===== src/rtl/pipe_stall_ctrl_if.sv =====
// -----------------------------------------------------------------------------
// pipe_stall_ctrl_if
// Data-memory request/acknowledge handshake between the pipeline sequencer
// (master) and the data-memory side (slave).
//
// Handshake: the master raises mem_req_o whenever the EX/MEM register holds a
// load or store (mem_access_i) and keeps it high until the cycle in which
// mem_ack_i is seen high. A transfer completes in exactly the cycle where
// mem_req_o and mem_ack_i are both high, and that can be the first request
// cycle. mem_ack_i is meaningless while mem_req_o is low and is ignored then.
//
// Signals
//   mem_access_i  EX/MEM holds a memory instruction   (slave -> master)
//   mem_ack_i     data memory finished current access (slave -> master)
//   mem_req_o     data memory request                 (master -> slave)
// -----------------------------------------------------------------------------
interface pipe_stall_ctrl_if;
  logic mem_access_i;
  logic mem_ack_i;
  logic mem_req_o;

  modport master (
    input  mem_access_i,
    input  mem_ack_i,
    output mem_req_o
  );

  modport slave (
    output mem_access_i,
    output mem_ack_i,
    input  mem_req_o
  );
endinterface


===== src/rtl/pipe_stall_ctrl.sv =====
// -----------------------------------------------------------------------------
// pipe_stall_ctrl
// Central sequencer for a 5-stage pipeline. It merges the hazard unit's
// load-use stall and branch-taken indications with a multi-cycle data-memory
// handshake in MEM. It drives the per-stage pipeline-register write enables,
// the IF/ID flush and the ID/EX bubble. It also handles run/halt sequencing
// from start_i, a sticky memory-timeout trap and a saturating stall counter.
//
// Parameters
//   TMO_W  width of the memory-wait counter (trap after 2**TMO_W-1 waits)
//   CNT_W  width of the stall-cycle performance counter
//
// Ports
//   clk_i          clock, rising edge
//   rst_i          asynchronous active-low reset
//   start_i        run enable; low holds the pipeline
//   hdu_stall_i    load-use stall from the hazard unit
//   hdu_taken_i    branch taken in ID
//   mem            memory handshake (master modport)
//   pc_we_o .. memwb_we_o  pipeline-register write enables
//   ifid_flush_o   load a NOP into IF/ID
//   idex_bubble_o  load a NOP into ID/EX
//   busy_o         sequencer is in RUN or MWAIT
//   timeout_o      sticky: the memory ack never arrived
//   stall_cnt_o    stall cycles since reset, saturating
//   state_o        current sequencer state (debug observation)
// -----------------------------------------------------------------------------
module pipe_stall_ctrl #(
  parameter int TMO_W = 8,
  parameter int CNT_W = 16
) (
  input  logic                 clk_i,
  input  logic                 rst_i,
  input  logic                 start_i,
  input  logic                 hdu_stall_i,
  input  logic                 hdu_taken_i,
  pipe_stall_ctrl_if.master    mem,
  output logic                 pc_we_o,
  output logic                 ifid_we_o,
  output logic                 idex_we_o,
  output logic                 exmem_we_o,
  output logic                 memwb_we_o,
  output logic                 ifid_flush_o,
  output logic                 idex_bubble_o,
  output logic                 busy_o,
  output logic                 timeout_o,
  output logic [CNT_W-1:0]     stall_cnt_o,
  output logic [1:0]           state_o
);

  typedef enum logic [1:0] {
    S_IDLE  = 2'd0,
    S_RUN   = 2'd1,
    S_MWAIT = 2'd2,
    S_ERROR = 2'd3
  } state_t;

  localparam logic [TMO_W-1:0] WAIT_MAX = '1;
  localparam logic [CNT_W-1:0] CNT_MAX  = '1;

  state_t             state_q, state_d;
  logic [TMO_W-1:0]   wait_cnt_q, wait_cnt_d;
  logic               timeout_q, timeout_d;
  logic [CNT_W-1:0]   stall_cnt_q;
  logic               active;
  logic               mem_stall;
  logic               stall_inc;

  // ---------------------------------------------------------------------------
  // Next-state and output logic
  // ---------------------------------------------------------------------------
  always_comb begin
    state_d       = state_q;
    wait_cnt_d    = wait_cnt_q;
    timeout_d     = timeout_q;
    active        = 1'b0;
    mem_stall     = 1'b0;
    mem.mem_req_o = 1'b0;
    pc_we_o       = 1'b0;
    ifid_we_o     = 1'b0;
    idex_we_o     = 1'b0;
    exmem_we_o    = 1'b0;
    memwb_we_o    = 1'b0;
    ifid_flush_o  = 1'b0;
    idex_bubble_o = 1'b0;

    case (state_q)
      S_IDLE: begin
        if (start_i) state_d = S_RUN;
      end

      S_RUN, S_MWAIT: begin
        active        = 1'b1;
        mem.mem_req_o = mem.mem_access_i;
        // A same-cycle ack completes the access without any freeze.
        mem_stall     = mem.mem_access_i & ~mem.mem_ack_i;

        if (mem_stall) begin
          // Full freeze. An outstanding access always drains, so start_i
          // is not consulted until the ack arrives.
          if (state_q == S_RUN) begin
            state_d    = S_MWAIT;
            wait_cnt_d = '0;
          end else if (wait_cnt_q == WAIT_MAX) begin
            state_d   = S_ERROR;
            timeout_d = 1'b1;
          end else begin
            wait_cnt_d = wait_cnt_q + 1'b1;
          end
        end else begin
          idex_we_o  = 1'b1;
          exmem_we_o = 1'b1;
          memwb_we_o = 1'b1;
          if (hdu_stall_i) begin
            // Load-use: hold PC and IF/ID, insert a bubble; a taken branch
            // reported alongside is not acted upon this cycle.
            idex_bubble_o = 1'b1;
          end else begin
            pc_we_o      = 1'b1;
            ifid_we_o    = 1'b1;
            ifid_flush_o = hdu_taken_i;
          end
          wait_cnt_d = '0;
          state_d    = start_i ? S_RUN : S_IDLE;
        end
      end

      S_ERROR: begin
        // Trap state: everything held low, left only through reset.
      end

      default: state_d = S_IDLE;
    endcase
  end

  assign stall_inc   = active & (mem_stall | hdu_stall_i);
  assign busy_o      = active;
  assign timeout_o   = timeout_q;
  assign stall_cnt_o = stall_cnt_q;
  assign state_o     = state_q;

  // ---------------------------------------------------------------------------
  // State registers
  // ---------------------------------------------------------------------------
  always_ff @(posedge clk_i or negedge rst_i) begin
    if (!rst_i) begin
      state_q    <= S_IDLE;
      wait_cnt_q <= '0;
      timeout_q  <= 1'b0;
    end else begin
      state_q    <= state_d;
      wait_cnt_q <= wait_cnt_d;
      timeout_q  <= timeout_d;
    end
  end

  always_ff @(posedge clk_i or negedge rst_i) begin
    if (!rst_i) begin
      stall_cnt_q <= '0;
    end else if (stall_inc && (stall_cnt_q != CNT_MAX)) begin
      stall_cnt_q <= stall_cnt_q + 1'b1;
    end
  end

endmodule


===== src/flat_wrapper.sv =====
// flat-port wrapper written by rule: the top's interface ports become plain ports
module pipe_stall_ctrl_flat 
#(
  parameter int TMO_W = 8,
  parameter int CNT_W = 16
)
  (clk_i, rst_i, start_i, hdu_stall_i, hdu_taken_i, pc_we_o, ifid_we_o, idex_we_o, exmem_we_o, memwb_we_o, ifid_flush_o, idex_bubble_o, busy_o, timeout_o, stall_cnt_o, state_o, mem_mem_access_i, mem_mem_ack_i, mem_mem_req_o);
  pipe_stall_ctrl_if mem_i ();
  input  logic clk_i;
  input  logic rst_i;
  input  logic start_i;
  input  logic hdu_stall_i;
  input  logic hdu_taken_i;
  output logic pc_we_o;
  output logic ifid_we_o;
  output logic idex_we_o;
  output logic exmem_we_o;
  output logic memwb_we_o;
  output logic ifid_flush_o;
  output logic idex_bubble_o;
  output logic busy_o;
  output logic timeout_o;
  output logic [CNT_W-1:0] stall_cnt_o;
  output logic [1:0] state_o;
  input wire logic [$bits(mem_i.mem_access_i)-1:0] mem_mem_access_i;
  input wire logic [$bits(mem_i.mem_ack_i)-1:0] mem_mem_ack_i;
  output wire logic [$bits(mem_i.mem_req_o)-1:0] mem_mem_req_o;
  assign mem_i.mem_access_i = mem_mem_access_i;
  assign mem_i.mem_ack_i = mem_mem_ack_i;
  assign mem_mem_req_o = mem_i.mem_req_o;
  pipe_stall_ctrl #(.TMO_W(TMO_W), .CNT_W(CNT_W)) u_core (.clk_i(clk_i), .rst_i(rst_i), .start_i(start_i), .hdu_stall_i(hdu_stall_i), .hdu_taken_i(hdu_taken_i), .mem(mem_i), .pc_we_o(pc_we_o), .ifid_we_o(ifid_we_o), .idex_we_o(idex_we_o), .exmem_we_o(exmem_we_o), .memwb_we_o(memwb_we_o), .ifid_flush_o(ifid_flush_o), .idex_bubble_o(idex_bubble_o), .busy_o(busy_o), .timeout_o(timeout_o), .stall_cnt_o(stall_cnt_o), .state_o(state_o));
endmodule

===== config.mk =====
export PLATFORM = sky130hd
export DESIGN_NAME = pipe_stall_ctrl_flat
export DESIGN_NICKNAME = d
export VERILOG_FILES = /design/src/rtl/pipe_stall_ctrl_if.sv /design/src/rtl/pipe_stall_ctrl.sv /design/src/flat_wrapper.sv
export SDC_FILE = /design/constraint.sdc
export NUM_CORES = 1
export LEC_CHECK = 0
export ABC_AREA = 1
export BUFFER_PORTS_ARGS = -buffer_cell sky130_fd_sc_hd__buf_2
export CAP_MARGIN = 25
export CORE_MARGIN = 2
export CORE_UTILIZATION = 30
export DETAILED_ROUTE_END_ITERATION = 8
export PLACE_DENSITY_LB_ADDON = 0.05
export SETUP_SLACK_MARGIN = 0.3
export SLEW_MARGIN = 20
export SYNTH_ARGS = -nofsm -noshare
export SYNTH_HDL_FRONTEND = slang
export SYNTH_SLANG_ARGS = --single-unit

===== constraint.sdc =====
create_clock -name clk_i -period 1.57 [get_ports clk_i]
set_input_delay 0.2355 -clock clk_i [delete_from_list [all_inputs] [get_ports clk_i]]
set_output_delay 0.2355 -clock clk_i [all_outputs]
set_load 0.01 [all_outputs]

# After elaboration in Yosys (flattened, before gate mapping)
# Index checks and enable logic that the tools add are counted.
# totals
inputBits,7
reg_bits,27
# op_classes
bitwise,5
reduce_logical,7
n_eq_ne,7
add_sub_neg,2
muxes,23
# op_table
cell,count
two-way mux 8 bit,3
"adder 16 x 1 -> 16 bit, second input constant",1
"!= test 16 bit, second input constant",1
two-way mux 1 bit,15
"adder 8 x 1 -> 8 bit, second input constant",1
"equality test 8 bit, second input constant",1
two-way mux 2 bit,4
"!= test 4 bit, second input constant",1
one-hot mux 2 bit (2 select lines),1
AND reduction 4 bit,1
"!= test 3 bit, second input constant",1
AND reduction 3 bit,1
AND 1 bit,2
"equality test 2 x 1 -> 1 bit, second input constant",1
"equality test 2 bit, second input constant",1
zero test 2 bit,1
"!= test 2 bit, second input constant",1
NOT 1 bit,2
AND reduction 2 bit,1
nonzero test 2 bit,1
OR reduction 2 bit,1
logical AND 1 bit,1
OR 1 bit,1

# Depth between registers and ports, before layout
# Gate-level depths: netlist (run 1).
# depth
word_depth,6
depth_mapped,9

# Worst setup path after synthesis (run 1)
# Ideal clock, no wire load.
# synth_path
path_kind,register to output
startpoint,register u_core.state_q[0] (netlist: u_core.state_o[0])
endpoint,output port pc_we_o
t_arrival_ns,1.539
path_stages_with_launch,6
setup_slack_ns,-0.204
n_path_buf,1
cell_sequence,dfrtp_1 > inv_1 > ha_1 > inv_1 > nor3_1 > buf_4
# synth_via
elab_chain_len,3
word_cells_on_any_way,4
classes_between,2 x eq/ne; 1 x mux; 1 x reduce/logical
# synth_rtl
element,line_no,source
"start, declared",pipe_stall_ctrl.sv:61,"state_t state_q, state_d;"
"start signal, assigned",pipe_stall_ctrl.sv:151,state_q <= state_d;
equality test 2 bit or equality test 2 x 1 -> 1 bit (tied branches),-,
OR reduction 2 bit *,-,
two-way mux 1 bit *,-,
"end, declared",flat_wrapper.sv:14,output logic pc_we_o;
# Every way passes the cells marked *; elsewhere a longest branch is shown, timed or not.

# Final worst setup path (run 1)
# layout_path
startpoint,register u_core.state_q[1] (netlist: u_core.state_o[1])
endpoint,output port ifid_flush_o
# layout_via
elab_chain_len,3
word_cells_on_any_way,4
classes_between,2 x eq/ne; 1 x mux; 1 x reduce/logical
# layout_rtl
element,line_no,source
equality test 2 bit or equality test 2 x 1 -> 1 bit (tied branches),pipe_stall_ctrl.sv:87,case (state_q)
OR reduction 2 bit *,pipe_stall_ctrl.sv:87,
two-way mux 1 bit *,pipe_stall_ctrl.sv:87,
"end, declared",flat_wrapper.sv:19,output logic ifid_flush_o;
# Marked as above.

==> impl_metrics.env, run 1 <==
export IMPL_status="finished with violations"
export IMPL_violations="setup timing"
export IMPL_die_width_um=79.87
export IMPL_p_per_area_nw_per_um2=1529
export IMPL_antenna_found_initial=0
export IMPL_routedWlPerCell_um=12.42
export IMPL_cp_arrival_ns=1.41
export IMPL_p_comb_share_pct=66.6
export IMPL_nNetsFinal=333
export IMPL_ctsRootBufferMaster="clkbuf_8"
export IMPL_yosysUniqueCellTypes=22
export IMPL_drive_above_1_share_pct=40.94
export IMPL_route_met2_wl_mm=2.415
export IMPL_io_pins=35
export IMPL_wl_met1_mm=2.304
export IMPL_ys_ff_latch=27
export IMPL_worstSetupPathType="register to primary output"
export IMPL_ir_drop_mv=0.7575
export IMPL_p_int_mw=2.238
export IMPL_p_sw_mw=1.735
export IMPL_final_area_sq_um=2597
export IMPL_syn_avg_cell_area_sq_um=6.991
export IMPL_multiInputGateArea_sq_um=1095
export IMPL_clkSlewWorstSetupHoldPaths_ns=0.11
export IMPL_layout_setup_ws_ns=-0.07972
export IMPL_firstDrtPassIters=4
export IMPL_yosysSeqAreaShare_pct=39.13
export IMPL_start_util_pct=31.17
export IMPL_port_buffers=34
export IMPL_drc=0
export IMPL_die_y_um=79.87
export IMPL_fillers=593
export IMPL_dpl_hpwl_mm=3.529
export IMPL_r2r_start="u_core.state_o[1]"
export IMPL_grt_usage_pct=16.22
export IMPL_vias=1729
export IMPL_cts_made_buffers=3
export IMPL_leakagePower_nw=1.314
export IMPL_clock_skew_ns=0.007843
export IMPL_die_area_sq_um=6378
export IMPL_startpoint_type="register"
export IMPL_htree_levels=1
export IMPL_antenna_cells=0
export IMPL_clkLatencyLatePin_ns=0.28
export IMPL_rows=27
export IMPL_drtAntennaViolNets=0
export IMPL_startpoint="u_core.state_o[1]"
export IMPL_worstPathMaxFanout=5
export IMPL_p_seq_share_pct=22.7
export IMPL_wl_met3_um=119
export IMPL_clock_fmax_mhz=606.2
export IMPL_worst_pin_slew_ns=0.3932
export IMPL_period_share_pct=105.1
export IMPL_grt_pass1_wl_mm=8.017
export IMPL_core_sq_um=5540
export IMPL_cp_end_kind="primary output"
export IMPL_overflow=0
export IMPL_drv_cap=0
export IMPL_vias_per_cell=4.411
export IMPL_seqCellArea_sq_um=680.7
export IMPL_netlist_area_sq_um=1727
export IMPL_finalSetupTns_ns=-0.8719
export IMPL_min_period_ns=1.650
export IMPL_hp_start="mem_mem_ack_i"
export IMPL_cp_required_ns=1.33
export IMPL_drtIter0Drc=82
export IMPL_hp_class="primary input to register"
export IMPL_cts_tree="yes"
export IMPL_setup_viol=22
export IMPL_cts_sinks=27
export IMPL_slew_viol_final=0
export IMPL_dpl_cell_area_sq_um=2168
export IMPL_grt_pass1_vias=1674
export IMPL_synthesis_nets=259
export IMPL_synthCells=247
export IMPL_gp_congestion=0.7444
export IMPL_grt_max_degree=17
export IMPL_yosysWarnings=0
export IMPL_slew_headroom_pct=73.79
export IMPL_wl_mm=4.868
export IMPL_synthToLayoutAreaGrowth_pct=50.43
export IMPL_hold_viol=0
export IMPL_p_sw_share_pct=43.67
export IMPL_rsz0062_at_grt="true"
export IMPL_p_clk_share_pct=10.6
export IMPL_top_layer_used="met4"
export IMPL_clockBufferDepth=2
==> flip-flops by register name, summed over array words and instances, names as in the netlist <==
register and flops:
u_core.timeout_o 1, u_core.stall_cnt_o 16, u_core.state_o 2, u_core.wait_cnt_q 8
==> cell usage after synthesis (all sizes together) <==
| cell type | n | share of area (%) |
|---|---|---|
| nand2 | 104 | 23 |
| inv | 29 | 6.4 |
| dfrtp | 27 | 39 |
| nor2 | 24 | 6.1 |
| o21ai | 14 | 4.7 |
| nand3 | 11 | 3.5 |
| nand4 | 8 | 2.9 |
| xnor2 | 7 | 3.6 |
| a21oi | 5 | 1.4 |
| buf | 5 | 2.6 |
| ha | 5 | 3.6 |
| nor3 | 3 | 0.87 |
| nand3b | 2 | 0.87 |
| a31o | 1 | 0.51 |
| and3 | 1 | 0.36 |
| clkinv | 1 | 0.22 |
==> per-stage QoR <==
step	hold WS, ns	util, %	instances	power (mW)	setup WS, ns
after global routing	0.2538	46.88	392	4.275	-0.1420
after floorplan	-0.06009	-	247	2.107	0.1113
after CTS	0.2487	44.08	384	3.717	-0.09178
final	0.2446	46.88	392	3.973	-0.07972
after detailed placement	0.1872	39.14	367	2.559	0.05454
after global placement	0.1896	39.14	367	2.565	0.05930
==> critical path, stage by stage, from the launching register on <==
cell and delay [ns]:
dfrtp_1 0.39, inv_2 0.06, ha_4 0.29, inv_8 0.04, nor2_4 0.07, and3_4 0.18
buf_6 0.09
==> kinds of logic (layout without fill, tap and decap cells) <==
kind of cell / after synthesis / in the layout / share of synthesized area [%]
AOI/OAI and AO/OA: 20 / 20 / 6.667
adders and majority gates: 5 / 5 / 3.623
and+or+nand+nor: 153 / 153 / 37.75
DFF: 27 / 27 / 39.13
buffers and inverters: 35 / 108 / 9.275
xor gates and xnor gates: 7 / 7 / 3.551
==> final cells by class <==
class | count | area share, %
sequential | 27 | 26.20
clock inverter | 1 | 0.2890
timing repair buffer | 73 | 21.05
multi-input combinational | 185 | 42.15
tap | 72 | 3.468
clock buffer | 3 | 1.590
inverter | 30 | 5.010
timing repair inverter | 1 | 0.2408
==> layer usage <==
metal  track usage (%)  up-vias
li1                  -      920
met1             20.91      789
met2             28.91       18
met3             2.715        2
met4             2.542        0
met5                 0        -
==> power by group through the flow <==
stage	logic, mW	registers, mW	clock network, mW
after floorplan	1.14	0.966	0
after global placement	1.62	0.941	0
after detailed placement	1.62	0.942	0
after CTS	2.38	0.899	0.442
after global routing	2.88	0.918	0.474
final	2.65	0.903	0.423
==> final timing paths <==
check | endpoint | slack (ns) | depth (start not counted)
min reg2reg | u_core.timeout_o | 0.51 | 1
max in group asynchronous | u_core.wait_cnt_q[2] | 0.70 | 3
min in group asynchronous | u_core.wait_cnt_q[6] | 0.39 | 2
min | u_core.state_o[1] | 0.24 | 4
max | ifid_flush_o | -0.08 | 6
max reg2reg | u_core.stall_cnt_o[13] | -0.06 | 9
==> timing repair <==
item	CTS	global route
cloned	1	1
endpoints found under the setup margin	36	41
setup buffers	11	7
hold endpoints to repair	14	0
resized for setup	37	31
pin swaps	8	6
hold buffers	1	0
==> cells in the final DEF (no fill, tap or decap), types with 3 or more instances in the layout <==
cell type | Yosys | layout
ha_4 | 0 | 3
nand4_1 | 8 | 8
nand2_1 | 100 | 80
o21ai_0 | 13 | 5
dfrtp_2 | 0 | 4
nand2_4 | 0 | 7
buf_6 | 2 | 11
xnor2_1 | 7 | 7
buf_2 | 0 | 30
inv_1 | 28 | 22
nor2_4 | 2 | 4
nand2_2 | 4 | 17
inv_4 | 1 | 3
nor2_1 | 22 | 18
nand3_1 | 10 | 9
buf_4 | 3 | 29
dfrtp_1 | 27 | 23
clkbuf_8 | 0 | 3
o21ai_1 | 0 | 8
inv_2 | 0 | 3
Note: power is estimated with default switching activity, not from simulation.
==> run 2, diff against run 1 <==
Settings changed: CORE_UTILIZATION 30 to 49, CTS_CLUSTER_SIZE set to 24, REMOVE_ABC_BUFFERS set to 1.
==> run 2 against run 1 <==
  * The run still ends with setup timing left
  * Final area rose by 7.2%
  * Sequential share of layout area fell by 1.9 points
  * Critical path depth did not move
  * Register-to-register slack improved by 0.08 ns
  * Via count rose by 10%
  * Utilization rose by 36 points
  * Die area fell by 37%
  * Worst hold slack got worse by 0.041 ns
  * Total power rose by 7.6%
  * Sequential power fell by 3.8%
  * Largest power group unchanged
==> impl_metrics.env, run 2 (synthesis results as in run 1) <==
export IMPL_status="finished with violations"
export IMPL_violations="setup timing"
export IMPL_r2r_end="u_core.state_o[0]"
export IMPL_grt_pass1_wl_mm=7.845
export IMPL_antenna_found_initial=0
export IMPL_stdcell_count=380
export IMPL_dpl_hpwl_mm=3.076
export IMPL_grt_pass1_vias=1795
export IMPL_rows=21
export IMPL_ir_drop_mv=1.808
export IMPL_hold_viol=0
export IMPL_final_area_sq_um=2785
export IMPL_max_stage_delay_ns=0.41
export IMPL_seqCellArea_sq_um=676.9
export IMPL_drtAntennaViolNets=0
export IMPL_path_buf_inv=4
export IMPL_p_per_area_nw_per_um2=1534
export IMPL_cp_end_kind="primary output"
export IMPL_drtIter0Drc=117
export IMPL_slew_headroom_pct=56.94
export IMPL_cts_tree="yes"
export IMPL_slew_viol_final=0
export IMPL_fillers=213
export IMPL_worst_r2r_path_depth=9
export IMPL_crit_chain="inv_2 -> ha_4 -> inv_2 -> buf_6 -> nor3_1 -> buf_2"
export IMPL_mostFrequentLayoutCell="nand2_1"
export IMPL_worstSetupPathType="register to primary output"
export IMPL_p_comb_share_pct=72.1
export IMPL_nNetsFinal=347
export IMPL_hold_depth=3
export IMPL_p_int_mw=2.407
export IMPL_core_sq_um=3363
export IMPL_clock_skew_ns=0.01189
export IMPL_antenna_cells=0
export IMPL_crit_path_frequent_cell="inv_2"
export IMPL_gp_congestion=0.8885
export IMPL_layout_setup_ws_ns=-0.2495
export IMPL_final_util_pct=82.81
export IMPL_top_layer_used="met4"
export IMPL_cp_top_family="flip-flops"
export IMPL_die_y_um=63.36
export IMPL_p_seq_share_pct=20.3
export IMPL_clock_fmax_mhz=549.6
export IMPL_drive_above_1_share_pct=43.11
export IMPL_clkSlewWorstSetupHoldPaths_ns=0.15
export IMPL_clkLatencyLatePin_ns=0.34
export IMPL_min_period_ns=1.819
export IMPL_wl_mm=5.247
export IMPL_largest_reg_flops=16
export IMPL_p_sw_share_pct=43.68
export IMPL_dp_cells=351
export IMPL_rsz0062_at_grt="true"
export IMPL_holdPathEnd="u_core.state_o[0]"
export IMPL_dpl_cell_area_sq_um=2140
export IMPL_multiInputGateArea_sq_um=1084
export IMPL_cts_sinks=27
export IMPL_r2r_setup_slack_ns=0.02
export IMPL_synthToLayoutAreaGrowth_pct=61.30
export IMPL_startpoint_type="register"
export IMPL_clockBufferDepth=2
export IMPL_hp_class="primary input to register"
export IMPL_cts_made_buffers=3
export IMPL_vias=1903
export IMPL_worstPathMaxFanout=4
export IMPL_r2r_start="u_core.state_o[1]"
export IMPL_period_share_pct=115.9
export IMPL_htree_levels=1
export IMPL_hp_start="start_i"
export IMPL_port_buffers=34
export IMPL_p_clk_share_pct=7.6
export IMPL_worst_pin_slew_ns=0.6459
export IMPL_start_util_pct=51.34
export IMPL_ctsRootBufferMaster="clkbuf_4"
export IMPL_p_sw_mw=1.866
export IMPL_die_width_um=63.36
export IMPL_routedWlPerCell_um=13.81
export IMPL_vias_per_cell=5.008
export IMPL_final_cell_mix="nand2_1 (81), buf_6 (44), buf_4 (29)"
export IMPL_overflow=0
export IMPL_drc=0
export IMPL_leakagePower_nw=1.395
export IMPL_firstDrtPassIters=4
export IMPL_wl_met1_mm=2.302
export IMPL_cp_required_ns=1.33
export IMPL_grt_max_degree=28
export IMPL_drv_cap=0
export IMPL_setup_viol=9
export IMPL_die_area_sq_um=4014
export IMPL_io_pins=35
export IMPL_grt_usage_pct=24.46
export IMPL_cp_arrival_ns=1.58
export IMPL_finalSetupTns_ns=-1.845
export IMPL_slowest_stage="dfrtp_1"
export IMPL_route_met2_wl_mm=2.542
export IMPL_wl_met3_um=259
[run 2: cell types whose count changed in the layout (fill, tap and decap cells not counted), sizes merged]
cell and change:
buf +16, clkinvlp -1, clkbuf -1, clkinv +1
inv -1
[run 2: worst max path at each step]
stage                       endpoint                  start  slack [ns]  cells past startpoint
5_1_grt                idex_bubble_o      u_core.state_o[1]       -0.32                      6
4_1_cts                 ifid_flush_o      u_core.state_o[1]       -0.20                      7
3_5_place_dp               ifid_we_o      u_core.state_o[0]        0.03                      6
3_3_place_gp   u_core.stall_cnt_o[0]  u_core.stall_cnt_o[0]        0.04                      8
2_1_floorplan           ifid_flush_o      u_core.state_o[0]       -0.38                      5
6_report               idex_bubble_o      u_core.state_o[1]       -0.25                      6
[run 2: timing repair]
action,CTS,global route
resized for setup,68,45
endpoints found under the setup margin,50,53
hold buffers,1,0
endpoints found under the hold margin,27,0
buffers inserted,14,10
pin swaps,15,4
[run 2: layout make-up]
class	count	area share [%]
clock buffers	3	0.8086
clock inverters	1	0.1797
inverters	30	4.717
multi-input cells	185	38.90
flip-flops and latches	27	24.30
well taps	46	2.066
repair buffers	88	29.02
[run 2: worst reg2reg max path, delay by kind of cell, from the launching register on]
kind                     cells  cell delay, ns
flip-flops                   1            0.43
AND/OR/NAND/NOR              1            0.10
adder cells (fa/ha/maj)      1            0.21
AO/OA/AOI/OAI                2            0.15
buffers and inverters        5            0.60
[run 2: power by group through the flow]
stage	Combinational, mW	Sequential, mW	Clock (mW)
final	3.08	0.869	0.324
after global routing	3.29	0.881	0.362
after CTS	2.38	0.862	0.334
after detailed placement	1.65	0.866	0
after global placement	1.63	0.864	0
after floorplan	0.762	0.942	0
[run 2: routing by layer]
layer,track usage [%],vias up
met1,34.32,869
met5,0,-
li1,-,951
met2,38.42,69
met3,3.214,14
met4,9.239,0
[run 2: through the flow]
step                      hold slack (ns)  power [mW]  setup slack, ns
after floorplan                  -0.06009       1.703          -0.3820
after global placement             0.2851       2.496          0.03996
after detailed placement           0.2887       2.519          0.02681
after CTS                          0.1800       3.573          -0.2000
after global routing               0.2178       4.533          -0.3191
final                              0.2037       4.273          -0.2495
==> run 3, diff against run 2 <==
Settings changed: CORE_MARGIN 2 to unset.
==> run 3 against run 2 <==
  * Sequential share of layout area increased by 0.098 points
  * Via count increased by 1.2%
  * First-iteration DRC count decreased by 12%
  * Clock power increased by 2%
  * The run still ends with setup timing left
  * Critical endpoint is now ifid_flush_o
  * Largest power group unchanged
  * Combinational power decreased by 6%
  * Sequential power increased by 0.6%
==> impl_metrics.env, run 3 (synthesis results as in run 1) <==
export IMPL_min_period_ns=1.823
export IMPL_slew_headroom_pct=57.76
export IMPL_cts_made_buffers=3
export IMPL_htree_levels=1
export IMPL_io_pins=35
export IMPL_startpoint_type="register"
export IMPL_vias_per_cell=5.120
export IMPL_r2r_end="u_core.stall_cnt_o[14]"
export IMPL_drv_cap=0
export IMPL_period_share_pct=116.1
export IMPL_ir_drop_mv=1.560
export IMPL_synthToLayoutAreaGrowth_pct=60.36
export IMPL_r2r_start="u_core.state_o[0]"
export IMPL_max_stage_delay_ns=0.40
export IMPL_grt_usage_pct=25.60
export IMPL_clockBufferDepth=2
export IMPL_cts_tree="yes"
export IMPL_p_per_area_nw_per_um2=1477
export IMPL_mostFrequentLayoutCell="nand2_1"
export IMPL_path_buf_inv=4
export IMPL_hp_class="primary input to register"
export IMPL_cp_top_family="flip-flops"
export IMPL_largest_reg_flops=16
export IMPL_hold_viol=0
export IMPL_grt_max_degree=28
export IMPL_ctsRootBufferMaster="clkbuf_4"
export IMPL_wl_mm=5.158
export IMPL_endpoint="ifid_flush_o"
export IMPL_core_sq_um=3363
export IMPL_post_place_ws_ns=-0.01569
export IMPL_dpl_hpwl_mm=3.023
export IMPL_slowest_stage="dfrtp_1"
export IMPL_start_util_pct=51.34
export IMPL_status="finished with violations"
export IMPL_antenna_found_initial=0
export IMPL_antenna_cells=0
export IMPL_grt_pass1_vias=1567
export IMPL_firstDrtPassIters=4
export IMPL_dp_cells=350
export IMPL_rsz0062_at_grt="true"
export IMPL_clock_skew_ns=0.005504
export IMPL_layout_setup_ws_ns=-0.2529
export IMPL_crit_cells=7
export IMPL_drtIter0Drc=103
export IMPL_setup_viol=24
export IMPL_rows=21
export IMPL_drtAntennaViolNets=0
export IMPL_violations="setup timing"
export IMPL_die_area_sq_um=3765
export IMPL_clkSlewWorstSetupHoldPaths_ns=0.15
export IMPL_cp_arrival_ns=1.59
export IMPL_nNetsFinal=343
export IMPL_vias=1925
export IMPL_r2r_setup_slack_ns=-0.12
export IMPL_leakagePower_nw=1.363
export IMPL_slew_viol_final=0
export IMPL_worst_r2r_path_depth=10
export IMPL_die_y_um=61.36
export IMPL_drc=0
export IMPL_worst_pin_slew_ns=0.6336
export IMPL_cp_required_ns=1.33
export IMPL_final_cell_mix="nand2_1 (73), buf_6 (44), dfrtp_1 (27)"
export IMPL_power_mw=4.089
export IMPL_die_width_um=61.36
export IMPL_drive_above_1_share_pct=44.55
export IMPL_worstPathMaxFanout=4
export IMPL_port_buffers=34
export IMPL_cts_sinks=27
export IMPL_gp_congestion=0.8589
export IMPL_clock_fmax_mhz=548.6
export IMPL_cp_end_kind="primary output"
export IMPL_crit_chain="inv_2 -> ha_4 -> inv_2 -> buf_6 -> nor2_4 -> and3_4 -> buf_6"
export IMPL_startpoint="u_core.state_o[0]"
export IMPL_routedWlPerCell_um=13.72
export IMPL_grt_pass1_wl_mm=7.003
export IMPL_worstSetupPathType="register to primary output"
export IMPL_clkLatencyLatePin_ns=0.35
export IMPL_stdcell_count=376
export IMPL_overflow=0
run 3: cell types whose count changed in the layout (fill, tap and decap cells not counted), moves of 3 or more:
cell / delta
nand2_2: +6
nand2_4: +4
nand2_1: -8
buf_4: -5
o21ai_0: -3
run 3: final cells by class:
type	count	area, sq um
multi-input cells	186	1127
repair inverters	1	6.256
inverters	30	125.1
fillers	231	594.3
repair buffers	82	750.7
clock buffers	4	26.28
flip-flops and latches	27	675.6
well taps	46	57.56
run 3: worst register-to-register path, cell delays in order, from the launching register on:
cell	delay (ns)
dfrtp_1	0.40
inv_2	0.05
ha_4	0.26
inv_2	0.04
buf_4	0.12
buf_6	0.11
a21oi_4	0.18
o21ai_4	0.16
buf_6	0.18
nand2_2	0.05
nand2_1	0.04
run 3: repair_timing:
| item | 4_1_cts | 5_1_grt |
|---|---|---|
| setup buffers | 6 | 13 |
| gates resized for setup | 38 | 88 |
| hold buffers | 1 | 0 |
| hold endpoints to repair | 27 | 0 |
| gates cloned | 0 | 2 |
| setup endpoints to repair | 50 | 54 |
| pin swaps | 5 | 12 |
run 3: worst min-delay path by stage:
stage,from,endpoint,slack [ns],cells past startpoint
after floorplan,rst_i,u_core.stall_cnt_o[0],-0.06,0
after CTS,mem_mem_ack_i,u_core.state_o[1],0.16,4
after global routing,mem_mem_ack_i,u_core.state_o[1],0.15,4
after global placement,rst_i,u_core.wait_cnt_q[7],0.29,1
after detailed placement,rst_i,u_core.wait_cnt_q[7],0.29,1
final,mem_mem_ack_i,u_core.state_o[1],0.17,4
run 3: power breakdown:
part	total, mW	internal (mW)	switching, mW
clock	0.329	0.100	0.229
combinational	2.89	1.36	1.53
sequential	0.874	0.787	0.0869
total	4.09	2.25	1.84
run 3: metal layers:
metal  vias to the layer above  share of wire [%]  GRT usage, %
li1                        945                  -             -
met1                       914                 45         37.98
met2                        57                 50         38.20
met3                         9                3.6         2.941
met4                         0                1.7         9.841
met5                         -                  0             0
run 3: stage by stage:
stage          instance area, sq um  util, %  hold WS (ns)  TNS (ns)
3_3_place_gp                   2120    63.02        0.2862         0
2_1_floorplan                  1682        -      -0.06009    -2.807
5_1_grt                        2769    82.33        0.1547    -5.146
4_1_cts                        2364    70.28        0.1642    -2.817
3_5_place_dp                   2120    63.02        0.2909  -0.03204
6_report                       2769    82.33        0.1735    -2.918
